--- src/rtl/sc_row_clear_ctrl.sv ---
// Row-clear controller: scans a register matrix bottom-up, collapses every
// full row by shifting the rows above it down, and reports how many were cleared.
module sc_row_clear_ctrl #(
  parameter int NUMBER_DATAWIDTH = 8,
  parameter int NUMBER_ROWS      = 8
) (
  input  logic                                SC_ROW_CLEAR_CTRL_CLOCK_50,
  input  logic                                SC_ROW_CLEAR_CTRL_RESET_InLow,
  input  logic                                SC_ROW_CLEAR_CTRL_start_In,
  input  logic                                SC_ROW_CLEAR_CTRL_wr_In,
  input  logic [$clog2(NUMBER_ROWS)-1:0]      SC_ROW_CLEAR_CTRL_wrAddr_InBus,
  input  logic [NUMBER_DATAWIDTH-1:0]         SC_ROW_CLEAR_CTRL_wrData_InBus,
  input  logic [$clog2(NUMBER_ROWS)-1:0]      SC_ROW_CLEAR_CTRL_rdAddr_InBus,
  output logic [NUMBER_DATAWIDTH-1:0]         SC_ROW_CLEAR_CTRL_rdData_OutBus,
  output logic [NUMBER_DATAWIDTH-1:0]         SC_ROW_CLEAR_CTRL_row_OutBus,
  input  logic                                SC_ROW_CLEAR_CTRL_cmp_In,
  output logic                                SC_ROW_CLEAR_CTRL_busy_Out,
  output logic                                SC_ROW_CLEAR_CTRL_done_Out,
  output logic [$clog2(NUMBER_ROWS+1)-1:0]    SC_ROW_CLEAR_CTRL_cleared_OutBus
);

  localparam int ADDR_W = $clog2(NUMBER_ROWS);
  localparam int CNT_W  = $clog2(NUMBER_ROWS + 1);
  localparam logic [ADDR_W-1:0] LAST_ROW = ADDR_W'(NUMBER_ROWS - 1);

  typedef enum logic [1:0] {IDLE, SCAN, SHIFT, DONE} state_t;

  state_t                      state, stateNext;
  logic [NUMBER_DATAWIDTH-1:0] matrix [NUMBER_ROWS];
  logic [ADDR_W-1:0]           rowIdx;
  logic [CNT_W-1:0]            clearCnt;
  logic [CNT_W-1:0]            clearedReg;
  logic [NUMBER_DATAWIDTH-1:0] rowUnderTest;
  logic                        rowFull;

  // The external comparator also matches all-zero rows; bit 0 rejects that case.
  assign rowUnderTest = (state == SCAN) ? matrix[rowIdx] : '0;
  assign rowFull      = SC_ROW_CLEAR_CTRL_cmp_In && rowUnderTest[0];

  assign SC_ROW_CLEAR_CTRL_row_OutBus     = rowUnderTest;
  assign SC_ROW_CLEAR_CTRL_rdData_OutBus  = matrix[SC_ROW_CLEAR_CTRL_rdAddr_InBus];
  assign SC_ROW_CLEAR_CTRL_cleared_OutBus = clearedReg;

  // NOTE: non-blocking assignments in clocked blocks so every register samples
  // pre-edge values regardless of statement order.
  always_ff @(posedge SC_ROW_CLEAR_CTRL_CLOCK_50 or negedge SC_ROW_CLEAR_CTRL_RESET_InLow) begin
    if (!SC_ROW_CLEAR_CTRL_RESET_InLow) state <= IDLE;
    else                                state <= stateNext;
  end

  // NOTE: every output of this block gets a default first, so no path leaves
  // a signal unassigned and no latch is inferred.
  always_comb begin
    stateNext                 = state;
    SC_ROW_CLEAR_CTRL_busy_Out = 1'b0;
    SC_ROW_CLEAR_CTRL_done_Out = 1'b0;
    unique case (state)
      IDLE:  if (SC_ROW_CLEAR_CTRL_start_In) stateNext = SCAN;
      SCAN: begin
        SC_ROW_CLEAR_CTRL_busy_Out = 1'b1;
        if (rowFull)                 stateNext = SHIFT;
        else if (rowIdx == LAST_ROW) stateNext = DONE;
      end
      SHIFT: begin
        SC_ROW_CLEAR_CTRL_busy_Out = 1'b1;
        stateNext                  = SCAN;
      end
      DONE: begin
        SC_ROW_CLEAR_CTRL_busy_Out = 1'b1;
        SC_ROW_CLEAR_CTRL_done_Out = 1'b1;
        stateNext                  = IDLE;
      end
      default: stateNext = IDLE;
    endcase
  end

  // NOTE: the matrix is a small flop array that must read as zero after reset,
  // so it is reset like any other register rather than inferred as RAM.
  always_ff @(posedge SC_ROW_CLEAR_CTRL_CLOCK_50 or negedge SC_ROW_CLEAR_CTRL_RESET_InLow) begin
    if (!SC_ROW_CLEAR_CTRL_RESET_InLow) begin
      rowIdx     <= '0;
      clearCnt   <= '0;
      clearedReg <= '0;
      for (int i = 0; i < NUMBER_ROWS; i++) matrix[i] <= '0;
    end else begin
      unique case (state)
        IDLE: begin
          if (SC_ROW_CLEAR_CTRL_wr_In)
            matrix[SC_ROW_CLEAR_CTRL_wrAddr_InBus] <= SC_ROW_CLEAR_CTRL_wrData_InBus;
          if (SC_ROW_CLEAR_CTRL_start_In) begin
            rowIdx   <= '0;
            clearCnt <= '0;
          end
        end
        SCAN: begin
          if (!rowFull && rowIdx != LAST_ROW) rowIdx <= rowIdx + ADDR_W'(1);
        end
        SHIFT: begin
          // Rows above the cleared one drop by one; the top row refills empty.
          for (int i = 0; i < NUMBER_ROWS - 1; i++)
            if (i >= int'(rowIdx)) matrix[i] <= matrix[i+1];
          matrix[NUMBER_ROWS-1] <= '0;
          clearCnt <= clearCnt + CNT_W'(1);
        end
        DONE: clearedReg <= clearCnt;
        default: ;
      endcase
    end
  end

endmodule

--- config.mk ---
export PLATFORM = sky130hd
export DESIGN_NAME = sc_row_clear_ctrl
export DESIGN_NICKNAME = d
export VERILOG_FILES = /design/src/rtl/sc_row_clear_ctrl.sv
export SDC_FILE = /design/constraint.sdc
export NUM_CORES = 1
export LEC_CHECK = 0
export ABC_AREA = 0
export BUFFER_PORTS_ARGS = -buffer_cell sky130_fd_sc_hd__buf_2
export CAP_MARGIN = 15
export CORE_UTILIZATION = 55
export DETAILED_ROUTE_END_ITERATION = 8
export GPL_TIMING_DRIVEN = 0
export PLACE_DENSITY = 0.81
export SYNTH_ARGS = -nofsm -noshare
export SYNTH_HDL_FRONTEND = slang
export SYNTH_SLANG_ARGS = --single-unit
--- constraint.sdc ---
create_clock -name SC_ROW_CLEAR_CTRL_CLOCK_50 -period 3 [get_ports SC_ROW_CLEAR_CTRL_CLOCK_50]
set_input_delay 0 -clock SC_ROW_CLEAR_CTRL_CLOCK_50 [delete_from_list [all_inputs] [get_ports SC_ROW_CLEAR_CTRL_CLOCK_50]]
set_output_delay 0 -clock SC_ROW_CLEAR_CTRL_CLOCK_50 [all_outputs]
set_load 0.02 [all_outputs]
==> results of run 1 <==
placed cells by master (no fill, tap or decap), types with 4 or more instances in the layout:
cell,netlist,layout
o21ai_0,34,34
o22ai_1,8,8
buf_4,4,5
inv_1,6,6
a2bb2oi_1,8,8
buf_2,19,52
mux4_2,31,31
nand2b_1,6,6
buf_6,4,4
and2_1,8,8
mux2_2,37,37
a21oi_1,10,10
ha_1,5,5
nor2_1,13,13
mux2i_1,10,10
dfrtp_1,77,77
dlygate4sd3_1,0,10
clkbuf_1,5,6
nand2_1,62,62
nand3_1,4,4
clkbuf_8,0,10
mux2_4,8,8
a22oi_1,17,17
a22o_1,16,16
sequential cells by signal, indices dropped and copies added, names as in the netlist:
name,flops
rowIdx,3
state,2
SC_ROW_CLEAR_CTRL_cleared_OutBus,4
clearCnt,4
matrix,64
metrics by stage:
stage	hold WS, ns	instances	util
after floorplan	-0.296	425	-
after CTS	0.0637	591	0.656
final	0.0517	591	0.656
after global placement	0.231	564	0.614
after global routing	0.0771	591	0.656
after detailed placement	-0.0978	565	0.618
kinds of logic (layout without fill, tap and decap cells):
group,count (synthesis),in the layout,share of synthesized area
simple gates,103,103,0.0989
flops,77,77,0.398
compound gates,110,110,0.161
buf+inv,40,101,0.0452
xor+xnor,2,2,0.00362
mux,88,88,0.280
fa+ha+maj,5,5,0.0129
power breakdown:
part / internal [mW] / switching [mW] / total [mW]
sequential: 1.48 / 0.467 / 1.95
combinational: 1.21 / 1.36 / 2.57
clock: 0.493 / 0.413 / 0.906
cell type report:
type                    count  area, µm²  area share
clock inverters             5       83.8      0.0152
flip-flops and latches     77       1930       0.350
multi-input cells         308       2700       0.491
clock buffers              11        141      0.0257
repair buffers             45        300      0.0546
well taps                 105        131      0.0239
plain buffers              34        196      0.0357
inverters                   6       22.5     0.00409
how the worst max path moves through the flow:
stage                   start    endpoint  slack (ns)  depth (start not counted)
CTS                 rowIdx[0]  matrix[24]        0.27                          8
global route        rowIdx[0]  matrix[56]        0.09                          9
global placement    rowIdx[0]  matrix[29]        0.31                          8
floorplan           rowIdx[0]  matrix[24]        0.82                          8
finish              rowIdx[0]  matrix[59]        0.23                          8
detailed placement  rowIdx[0]  matrix[24]        0.33                          8
worst max-delay path, delay by kind of cell, from the launching register on:
family / cells / cell delay, ns
AO/OA/AOI/OAI: 3 / 0.95
adder cells (fa/ha/maj): 1 / 0.20
buffers and inverters: 4 / 1.02
flip-flops: 1 / 0.47
metal layers:
layer  vias to the layer above  share of wire  global-route usage
li1                       1703              -                   -
met1                      1960           0.39               0.441
met2                       288           0.45               0.464
met3                        57           0.12              0.0916
met4                         0          0.042               0.194
met5                         -              0                   0
repair_timing:
action,CTS,global route
endpoints found under the hold margin,88,0
endpoints found under the setup margin,0,0
hold buffers,10,0
==> flow_summary.json, run 1 <==
{
  "status": "finished, final reports clean",
  "synth_edf_count": 0,
  "peakVddDrop_uv": 440,
  "critPathMostFrequentCell": "buf_2",
  "grtUsageTotal": 0.325,
  "p_total_mw": 5.43,
  "setup-violations-final": 0,
  "syn_to_final_growth_pct": 13.6,
  "start_util": 0.578,
  "diodes": 0,
  "vias_per_cell": 6.78,
  "cts_sinks": 77,
  "syn_area_um2": 4840,
  "finalSetupTns_ns": 0,
  "synth_most_common_cell": "dfrtp_1",
  "die_w_um": 95.9,
  "cts_resized": 0,
  "yosys.area.top_type": "dfrtp_1",
  "cts_tree": "built",
  "clockBufferDepth": 2,
  "route.detailed.drc": 0,
  "synthesis.nets": 449,
  "ys_types": 47,
  "worstSetupPathType": "flop to flop",
  "drive_gt1_frac": 0.340,
  "reg2reg_slack_ns": 0.23,
  "pre_cts_slack_ns": 0.326,
  "critPathCaptureType": "flop",
  "critPathMaxStageDelay_ns": 0.66,
  "cap_violations": 0,
  "yosysSeqAreaShare": 0.398,
  "grt_antenna_before_repair": 0,
  "synthTopCellsByArea": "dfrtp_1 (40%), mux4_2 (14%), mux2_2 (8.6%)",
  "die_h_um": 95.9,
  "finalHoldViolCount": 0,
  "synth_flop_cell": "dfrtp_1",
  "hpwl_um": 9560,
  "fin_crit_sh": 0.922,
  "grt_overflow_total": 0,
  "n_fill_cell": 630,
  "synthCells": 425,
  "drt_iter0_drc": 419,
  "reg2reg_from": "rowIdx[0]",
  "placed_area_um2": 5180,
  "rr_endpoint": "matrix[59]",
  "htreeDepth": 3,
  "worst_slew_pin_slew_ns": 0.853,
  "synth_top_area_share": 0.398,
  "p_leak_nw": 2.45,
  "rsz0062_at_grt": "false",
  "coreArea_um2": 8380,
  "finalCriticalPeriod_ns": 2.77,
  "post_cts_buffers": 0,
  "netlist_top_cells_count": "dfrtp_1 (77), nand2_1 (62), mux2_2 (37)",
  "path_max_fanout": 10,
  "grt_max_degree": 60,
  "fin_area_um2": 5500,
  "critPathLaunchType": "flop",
  "pin_count": 41,
  "cts-root-buf": "clkbuf_8",
  "skew_ns": 0.00662,
  "setup_ws_ns": 0.234,
  "synth-async-reset-ratio": 1.00,
  "antenna_left": 0,
  "avgSynthCellArea_um2": 11.4,
  "wl_um": 13800,
  "relSlewSlack": 0.429,
  "drt_pass1_iterations": 7,
  "gp_congestion": 0.949,
  "ys_seq_elements": 77,
  "vias": 4008,
  "fin_nets": 505,
  "hold_class": "input pin to async pin",
  "cp_slowest_cell": "a32oi_1",
  "maxClockFrequency_mhz": 362,
  "cts_made_buffers": 9,
  "clock_latency_ns": 0.36,
  "fp.dieArea_um2": 9190,
  "wire_per_inst_um": 23.4,
  "ys_warn_count": 0,
  "grt_pass1_wl_um": 21300,
  "io_buffers": 34,
  "p_per_area_nw_per_um2": 987,
  "row_count": 33,
  "reg2regPathDepth": 8,
  "arrival_ns": 3.01,
  "cts.reportedPaths.clkPinSlew_ns": 0.09,
  "maxSlewViolCount": 0,
  "grt_pass1_vias": 3938,
  "cp_cell_sequence": "buf_6 > buf_2 > inv_1 > ha_1 > o21bai_1 > a32oi_1 > buf_2 > o21ai_0",
  "worstPathRequired_ns": 3.24
}
Note: power is estimated with default switching activity, not from simulation.
==> inputs of run 2 (changes only) <==
GPL_TIMING_DRIVEN = default   (was 0)
==> flow_summary.json, run 2 (synthesized netlist as in run 1, its figures left out) <==
{
  "status": "finished, final reports clean",
  "seq_power_share": 0.368,
  "post_cts_buffers": 0,
  "grt_antenna_before_repair": 0,
  "syn_to_final_growth_pct": 11.6,
  "cts-root-buf": "clkbuf_8",
  "finalSetupTns_ns": 0,
  "grt_pass1_wl_um": 21300,
  "die_w_um": 95.9,
  "fin_crit_sh": 0.721,
  "reg2reg_slack_ns": 0.84,
  "rsz0062_at_grt": "false",
  "hold_end": "matrix[39]",
  "drt_iter0_drc": 377,
  "wire_per_inst_um": 23.3,
  "finalHoldViolCount": 0,
  "pre_cts_slack_ns": 0.869,
  "largest_reg_flops": 64,
  "diodes": 0,
  "critPathLaunchType": "flop",
  "worstPathRequired_ns": 3.24,
  "critPathCaptureType": "flop",
  "switching_share": 0.411,
  "pin_count": 41,
  "reg2reg_from": "state[0]",
  "maxSlewViolCount": 0,
  "cp_slowest_cell": "o31ai_4",
  "final_util": 0.645,
  "clock_latency_ns": 0.36,
  "clockBufferDepth": 2,
  "cts.reportedPaths.clkPinSlew_ns": 0.08,
  "skew_ns": 0.00719,
  "io_buffers": 40,
  "final_common_cell": "dfrtp_1",
  "finalCriticalPeriod_ns": 2.16,
  "combPwrFrac": 0.469,
  "hold_class": "input pin to flop",
  "p_sw_mw": 2.19,
  "grt_overflow_total": 0,
  "fin_nets": 490,
  "die_h_um": 95.9,
  "path_max_fanout": 34,
  "worstSetupPathType": "flop to flop",
  "maxClockFrequency_mhz": 462,
  "cts_tree": "built",
  "drt_pass1_iterations": 5,
  "grtUsageTotal": 0.322,
  "p_leak_nw": 2.40,
  "grt_pass1_vias": 3911,
  "route.detailed.drc": 0,
  "clkPwrFrac": 0.163,
  "p_per_area_nw_per_um2": 984,
  "hold_buffers": 10,
  "peakVddDrop_uv": 489,
  "cts_resized": 0,
  "vias_per_cell": 6.89,
  "setup_ws_ns": 0.837,
  "gp_congestion": 0.932,
  "drive_gt1_frac": 0.338,
  "cellInternalPower_mw": 3.14,
  "wl_um": 13400,
  "worstSetupPathDepth": 4,
  "antenna_left": 0,
  "critPathMaxStageDelay_ns": 0.63,
  "rr_endpoint": "matrix[41]",
  "worstHoldPathCells": 4,
  "cp_cell_sequence": "nand2b_1 > buf_4 > o31ai_4 > mux2_2",
  "layout_common_cells": "dfrtp_1 (77), nand2_1 (62), buf_2 (39), mux2_2 (37), o21ai_0 (34)",
  "hp-start": "SC_ROW_CLEAR_CTRL_wr_In",
  "grt_max_degree": 78,
  "relSlewSlack": 0.336,
  "largest-register": "matrix",
  "worst_slew_pin_slew_ns": 0.996,
  "critical_path_buf_inv_count": 1,
  "start_util": 0.578,
  "cpLargestDelayFamily": "compound AO/OA/AOI/OAI gates",
  "hpwl_um": 8790,
  "coreArea_um2": 8380,
  "fp.dieArea_um2": 9190,
  "cap_violations": 0,
  "vias": 3967,
  "setup-violations-final": 0,
  "arrival_ns": 2.40,
  "row_count": 33,
  "cts_made_buffers": 9,
  "htreeDepth": 3,
  "cts_sinks": 77,
  "reg2regPathDepth": 4
}
-- run 2: routing by layer --
layer	part of all wire	global-route usage
met1	0.39	0.441
met3	0.096	0.0577
met4	0.031	0.143
met2	0.48	0.505
met5	0	0
-- run 2: worst max path at each step --
stage               slack [ns]  startpoint          to
floorplan                 0.82   rowIdx[0]  matrix[24]
global placement          0.92    state[0]  matrix[42]
detailed placement        0.87    state[0]  matrix[41]
CTS                       0.85    state[0]  matrix[41]
global route              0.79    state[0]  matrix[41]
finish                    0.84    state[0]  matrix[41]
-- run 2: power by group through the flow --
stage          clock network (mW)  registers [mW]  logic (mW)
6_report                    0.868            1.96        2.49
5_1_grt                     0.919            2.01        2.66
4_1_cts                     0.870            1.94        2.48
3_5_place_dp                    0            1.96        2.45
3_3_place_gp                    0            1.92        2.38
2_1_floorplan                   0            1.82        1.87
-- run 2: through the flow --
| stage | total power [mW] | hold slack [ns] | cell area [µm²] | std cells |
|---|---|---|---|---|
| 6_report | 5.32 | 0.171 | 5410 | 576 |
| 5_1_grt | 5.59 | 0.178 | 5410 | 576 |
| 4_1_cts | 5.28 | 0.146 | 5410 | 576 |
| 3_5_place_dp | 4.40 | 0.221 | 5090 | 550 |
| 3_3_place_gp | 4.30 | 0.221 | 5090 | 550 |
| 2_1_floorplan | 3.69 | -0.296 | 4840 | 425 |
-- run 2: layout make-up --
cell class	instances	area, µm²
flip-flops and latches	77	1930
multi-input cells	308	2710
clock buffers	9	124
clock inverters	7	90.1
inverters	6	22.5
fillers	641	2970
well taps	105	131
repair buffers	64	408
-- run 2: worst min-delay path, delay by kind of cell --
| family | cells | cell delay [ns] |
|---|---|---|
| AND/OR/NAND/NOR | 1 | 0.09 |
| AO/OA/AOI/OAI | 2 | 0.29 |
| buffers and inverters | 1 | 0.12 |
